<file path="src/rtl/fwd_scoreboard_pkg.sv">
// Shared types and constants for the EX-stage forwarding scoreboard.
// One entry per post-EX stage; the fwd_sel encoding is defined here so the datapath mux decode uses the same values.
package fwd_scoreboard_pkg;

  // Sized to hold an entry index for any DEPTH up to 16.
  localparam int STAGE_W        = 4;
  localparam int FWD_NONE       = 0;
  localparam int FWD_ENTRY_BASE = 1;

  typedef struct packed {
    logic               valid;
    logic [4:0]         rd;
    logic               load_reg;
    logic [STAGE_W-1:0] ready_stage;
  } entry_t;

  function automatic logic entry_matches(input entry_t e, input logic [4:0] rs);
    return e.valid && e.load_reg && (e.rd != 5'd0) && (e.rd == rs);
  endfunction

endpackage

</file>
<file path="src/rtl/fwd_scoreboard_if.sv">
// Bundle between the EX stage control (master) and the forwarding scoreboard (slave).
interface fwd_scoreboard_if #(
  parameter int DEPTH   = 3,
  parameter int NUM_SRC = 2,
  parameter int SEL_W   = $clog2(DEPTH + 1)
);
  localparam int RS_W = $clog2(DEPTH);

  // There is no valid/ready handshake here: advance is a global enable. While
  // advance=0 the scoreboard holds, and fwd_sel/stall keep reflecting held state.
  logic                            advance;
  logic                            flush;
  logic                            ex_valid;
  logic [4:0]                      ex_rd;
  logic                            ex_load_reg;
  logic [RS_W-1:0]                 ex_ready_stage;
  logic [NUM_SRC-1:0][4:0]         ex_rs;
  logic [NUM_SRC-1:0][SEL_W-1:0]   fwd_sel;
  logic                            stall;
  logic [31:0]                     stall_count;

  modport master (
    output advance, flush, ex_valid, ex_rd, ex_load_reg, ex_ready_stage, ex_rs,
    input  fwd_sel, stall, stall_count
  );

  modport slave (
    input  advance, flush, ex_valid, ex_rd, ex_load_reg, ex_ready_stage, ex_rs,
    output fwd_sel, stall, stall_count
  );
endinterface

</file>
<file path="src/rtl/fwd_scoreboard_operand.sv">
// Per-source-operand priority match and readiness check.
// The youngest (lowest-index) matching entry wins; older matches are shadowed.
module fwd_operand_select
  import fwd_scoreboard_pkg::*;
#(
  parameter int DEPTH = 3,
  parameter int SEL_W = $clog2(DEPTH + 1)
) (
  input  entry_t [DEPTH-1:0] entries,
  input  logic [4:0]         rs,
  input  logic               ex_valid,
  output logic [SEL_W-1:0]   sel,
  output logic               not_ready
);

  logic               hit;
  logic [STAGE_W-1:0] hit_idx;
  logic [STAGE_W-1:0] hit_rdy;

  always_comb begin
    hit     = 1'b0;
    hit_idx = '0;
    hit_rdy = '0;
    // Scan oldest to youngest so the youngest match is the last one written.
    for (int k = DEPTH - 1; k >= 0; k--) begin
      if (entry_matches(entries[k], rs)) begin
        hit     = 1'b1;
        hit_idx = STAGE_W'(k);
        hit_rdy = entries[k].ready_stage;
      end
    end

    sel       = SEL_W'(FWD_NONE);
    not_ready = 1'b0;
    if (hit) begin
      if (hit_idx >= hit_rdy) sel = SEL_W'(hit_idx) + SEL_W'(FWD_ENTRY_BASE);
      else                    not_ready = ex_valid;
    end
  end

endmodule

</file>
<file path="src/rtl/fwd_scoreboard.sv">
// Forwarding scoreboard: shift register of post-EX entries plus per-operand
// forward-select / load-use stall resolution and a saturating stall counter.
module fwd_scoreboard
  import fwd_scoreboard_pkg::*;
#(
  parameter int DEPTH   = 3,
  parameter int NUM_SRC = 2,
  parameter int SEL_W   = $clog2(DEPTH + 1)
) (
  input logic             clk,
  input logic             rst,
  fwd_scoreboard_if.slave bus
);

  entry_t [DEPTH-1:0]            entries;
  entry_t                        ex_entry;
  logic [NUM_SRC-1:0]            src_not_ready;
  logic [NUM_SRC-1:0][SEL_W-1:0] sel_vec;
  logic                          stall_int;
  logic                          load_en;
  logic [31:0]                   stall_count_q;

  always_comb begin
    ex_entry             = '0;
    ex_entry.valid       = 1'b1;
    ex_entry.rd          = bus.ex_rd;
    ex_entry.load_reg    = bus.ex_load_reg;
    ex_entry.ready_stage = STAGE_W'(bus.ex_ready_stage);
  end

  for (genvar i = 0; i < NUM_SRC; i++) begin : g_src
    fwd_operand_select #(
      .DEPTH (DEPTH),
      .SEL_W (SEL_W)
    ) u_sel (
      .entries   (entries),
      .rs        (bus.ex_rs[i]),
      .ex_valid  (bus.ex_valid),
      .sel       (sel_vec[i]),
      .not_ready (src_not_ready[i])
    );
  end

  assign stall_int       = |src_not_ready;
  // A stalled or flushed EX instruction leaves a single bubble behind it.
  assign load_en         = bus.ex_valid && !stall_int && !bus.flush;
  assign bus.fwd_sel     = sel_vec;
  assign bus.stall       = stall_int;
  assign bus.stall_count = stall_count_q;

  always_ff @(posedge clk) begin
    if (rst) begin
      entries       <= '0;
      stall_count_q <= '0;
    end else if (bus.advance) begin
      for (int k = DEPTH - 1; k >= 1; k--) entries[k] <= entries[k-1];
      entries[0] <= load_en ? ex_entry : '0;
      if (stall_int && (stall_count_q != 32'hFFFF_FFFF))
        stall_count_q <= stall_count_q + 32'd1;
    end
  end

endmodule

</file>
<file path="src/flat_wrapper.sv">
// flat-port wrapper written by rule: the top's interface ports become plain ports
module fwd_scoreboard_flat import fwd_scoreboard_pkg::*;
#(
  parameter int DEPTH   = 3,
  parameter int NUM_SRC = 2,
  parameter int SEL_W   = $clog2(DEPTH + 1)
)
  (clk, rst, bus_advance, bus_flush, bus_ex_valid, bus_ex_rd, bus_ex_load_reg, bus_ex_ready_stage, bus_ex_rs, bus_fwd_sel, bus_stall, bus_stall_count);
  fwd_scoreboard_if #(.DEPTH(DEPTH), .NUM_SRC(NUM_SRC), .SEL_W(SEL_W)) bus_i ();
  input logic clk;
  input logic rst;
  input wire logic [$bits(bus_i.advance)-1:0] bus_advance;
  input wire logic [$bits(bus_i.flush)-1:0] bus_flush;
  input wire logic [$bits(bus_i.ex_valid)-1:0] bus_ex_valid;
  input wire logic [$bits(bus_i.ex_rd)-1:0] bus_ex_rd;
  input wire logic [$bits(bus_i.ex_load_reg)-1:0] bus_ex_load_reg;
  input wire logic [$bits(bus_i.ex_ready_stage)-1:0] bus_ex_ready_stage;
  input wire logic [$bits(bus_i.ex_rs)-1:0] bus_ex_rs;
  output wire logic [$bits(bus_i.fwd_sel)-1:0] bus_fwd_sel;
  output wire logic [$bits(bus_i.stall)-1:0] bus_stall;
  output wire logic [$bits(bus_i.stall_count)-1:0] bus_stall_count;
  assign bus_i.advance = bus_advance;
  assign bus_i.flush = bus_flush;
  assign bus_i.ex_valid = bus_ex_valid;
  assign bus_i.ex_rd = bus_ex_rd;
  assign bus_i.ex_load_reg = bus_ex_load_reg;
  assign bus_i.ex_ready_stage = bus_ex_ready_stage;
  assign bus_i.ex_rs = bus_ex_rs;
  assign bus_fwd_sel = bus_i.fwd_sel;
  assign bus_stall = bus_i.stall;
  assign bus_stall_count = bus_i.stall_count;
  fwd_scoreboard #(.DEPTH(DEPTH), .NUM_SRC(NUM_SRC), .SEL_W(SEL_W)) u_core (.clk(clk), .rst(rst), .bus(bus_i));
endmodule
</file>
<file path="config.mk">
export PLATFORM = sky130hd
export DESIGN_NAME = fwd_scoreboard_flat
export DESIGN_NICKNAME = d
export VERILOG_FILES = /design/src/rtl/fwd_scoreboard_pkg.sv /design/src/rtl/fwd_scoreboard_if.sv /design/src/rtl/fwd_scoreboard_operand.sv /design/src/rtl/fwd_scoreboard.sv /design/src/flat_wrapper.sv
export SDC_FILE = /design/constraint.sdc
export NUM_CORES = 1
export LEC_CHECK = 0
export BUFFER_PORTS_ARGS = -buffer_cell sky130_fd_sc_hd__buf_2
export CORE_ASPECT_RATIO = 0.7
export CORE_MARGIN = 1.5
export CORE_UTILIZATION = 50
export CTS_CLUSTER_DIAMETER = 80
export DETAILED_ROUTE_END_ITERATION = 12
export GPL_TIMING_DRIVEN = 0
export PLACE_DENSITY = 0.82
export SYNTH_ARGS = -nofsm -noshare
export SYNTH_HDL_FRONTEND = slang
export SYNTH_SLANG_ARGS = --single-unit
</file>
<file path="constraint.sdc">
create_clock -name clk -period 3.1 [get_ports clk]
set_input_delay 0.31 -clock clk [delete_from_list [all_inputs] [get_ports clk]]
set_output_delay 0.31 -clock clk [all_outputs]
set_load 0.005 [all_outputs]
</file>
==> flow_summary.json <==
{
  "status": "finished with violations",
  "violations": "negative setup slack",
  "tightest_slew_ns": 1.00,
  "synth_top_area_cell": "dfxtp_1",
  "cts_sinks": 59,
  "drive_above_1_share_pct": 36.3,
  "whs_ns": 0.186,
  "end_kind": "primary output",
  "reg2regPathDepth": 16,
  "insertedDiodeCount": 0,
  "clockRootBuffer": "clkbuf_8",
  "syn2layout_area_growth_pct": 37.2,
  "slew_viol_final": 0,
  "dp_slack_ns": -0.620,
  "worstPathMaxFanout": 3,
  "syn_area_mm2": 0.00320,
  "max-clock-path-buffers": 2,
  "yosysMostFrequentCell": "dfxtp_1",
  "final_antenna_net_count": 0,
  "grt_first_pass_wirelength_mm": 14.9,
  "ys_top_cells_by_count": "dfxtp_1 (59), nor2_1 (32), nand2_1 (31), a21oi_1 (30)",
  "cts_hold_buf": 0,
  "finalHoldViolCount": 0,
  "tritoncts": "built",
  "crit_path_start_kind": "flip-flop",
  "synth_edf_count": 0,
  "clock_latency_ns": 0.35,
  "final-setup-viol-count": 46,
  "grt_start_max_net_pins": 12,
  "num_vias": 3338,
  "grt_pass1_vias": 3113,
  "async_flop_share_pct": 0,
  "port_buffers": 59,
  "synth_ff_type": "dfxtp_1",
  "placementRows": 24,
  "post-dp-hpwl_mm": 6.19,
  "core-area_mm2": 0.00619,
  "cts.clk_slew.worst_paths_ns": 0.07,
  "powerDensity_mw_per_mm2": 377,
  "period_share_pct": 120,
  "nets": 491,
  "start_util_pct": 51.7,
  "ys_types": 43,
  "rsz0062_at_grt": "true",
  "n_fill_cell": 402,
  "io_pins": 60,
  "timing.final.ws_setup_ns": -0.611,
  "period_minus_slack_ns": 3.71,
  "die_y_um": 69.9,
  "holdPathStages": 2,
  "numCtsBuffers": 9,
  "h-tree-depth": 3,
  "syn_avg_cell_area_um2": 8.75,
  "finalClockSkew_ns": 0.00681,
  "arrival_ns": 3.40,
  "yosysWarnings": 0,
  "maxSlewHeadroom_pct": 32.5,
  "synth_seq_cells": 59,
  "post_drt_via_cell_ratio": 6.11,
  "hp-class": "in -> reg",
  "totalWireLength_mm": 10.0,
  "p_leak_nw": 1.77,
  "initialDrtViolationCount": 291,
  "groute.usage.overall_pct": 27.3,
  "remaining_drc_errors": 0,
  "gr-total-overflow": 0,
  "gp_congestion": 0.868,
  "seq_area_frac_synth_pct": 37.0,
  "antenna_found_initial": 0,
  "peakVddDrop_mv": 0.238,
  "path_class": "reg -> out",
  "worst_ep_required_time_ns": 2.79,
  "placed_area_mm2": 0.00363,
  "syn_inst": 365,
  "syn_nets": 393,
  "maxCapViolations": 0,
  "fmax_ghz": 0.269,
  "synthTopCellsByArea": "dfxtp_1 (37%), mux2i_1 (6.0%), xnor2_1 (5.2%)",
  "die_w_um": 98.6,
  "drtPass1Iterations": 5,
  "routedWlPerCell_um": 18.4,
  "die_area_mm2": 0.00689,
  "yosysTopAreaCellShare_pct": 37.0,
  "final_cell_area_mm2": 0.00438
}
-- worst max-delay path: stages, from the launching register on --
cell      delay (ns)
dfxtp_4         0.34
or4_4           0.54
o211ai_4        0.28
buf_12          0.14
nor4_4          0.04
buf_4           0.16
o31ai_4         0.16
mux2_4          0.18
ha_4            0.19
nand2b_4        0.14
a21oi_4         0.18
inv_2           0.08
a31oi_4         0.23
or2_4           0.18
and2_4          0.13
buf_6           0.08
-- where the power goes --
group	switching [W]	internal (W)
Clock	0.000330	0.000449
Combinational	0.0000629	0.0000428
Sequential	0.00000743	0.000760
Total	0.000400	0.00125
-- metal layers --
| layer | routed length [um] | global-route usage (%) | vias to the layer above | part of all wire (%) |
|---|---|---|---|---|
| met3 | 771 | 6.11 | 34 | 7.7 |
| li1 | - | - | 1539 | - |
| met1 | 4350 | 36.3 | 1595 | 43 |
| met2 | 4600 | 43.2 | 170 | 46 |
| met4 | 303 | 11.1 | 0 | 3.0 |
| met5 | 0 | 0 | - | 0 |
-- layout make-up --
class                           count  area, um^2  share of cell area, %
Inverter                            6        22.5                  0.514
Buffer                             13        88.8                   2.03
Timing Repair Buffer               88         557                   12.7
Tap cell                           78        97.6                   2.23
Multi-Input combinational cell    286        2200                   50.2
Clock buffer                        9         124                   2.83
Clock inverter                      7        92.6                   2.11
Sequential cell                    59        1200                   27.4
-- final timing paths --
kind | startpoint | end | slack [ns]
worst max-delay path | u_core.entries[19] | bus_stall | -0.61
worst max register to register | u_core.entries[19] | u_core.bus.stall_count[7] | -0.57
worst min register to register | u_core.bus.stall_count[22] | u_core.bus.stall_count[22] | 0.50
worst min-delay path | bus_ex_load_reg | u_core.entries[4] | 0.19
-- flip-flops by register name, indices dropped and copies added, names as in the netlist --
name                    count
u_core.bus.stall_count     32
u_core.entries             27
-- cell families after synthesis --
kind of cell,after synthesis,synth area share (%)
AOI/OAI and AO/OA,82,17.4
xor gates and xnor gates,32,8.77
adders and majority gates,5,1.96
buffers and inverters,20,2.74
DFF,59,37.0
muxes,23,7.36
and+or+nand+nor,144,24.8
-- cells in the final DEF (no fill, tap or decap), types with 5 or more instances in the layout --
master	n
a21oi_2	8
nand2_1	27
a22o_1	8
buf_4	23
o211ai_1	5
or4_4	5
buf_2	59
o31ai_1	5
xor2_1	13
mux2i_1	19
buf_6	7
o21ai_1	5
o21ai_0	10
and3_1	6
xnor2_1	18
nor2_1	32
a21oi_1	20
clkbuf_8	10
or3_1	15
or4_1	11
dfxtp_1	52
nand4_1	7
nand3_1	11
-- through the flow --
step                      setup TNS, ns  utilization (%)  total power, W  cells
after CTS                        -14.59             67.4         0.00164    539
after global routing             -23.83             70.9         0.00169    546
after global placement           -14.92             58.8        0.000878    502
final                            -18.41             70.9         0.00165    546
after detailed placement         -19.76             58.8        0.000881    502
after floorplan                   -2.86                -        0.000843    365
-- timing repair --
action,CTS,global route
buffers inserted,20,10
endpoints found under the setup margin,46,46
gates resized for setup,43,35
cloned,1,1
endpoints found under the hold margin,0,0
pin swaps,25,25
Note: power is estimated with default switching activity, not from simulation.
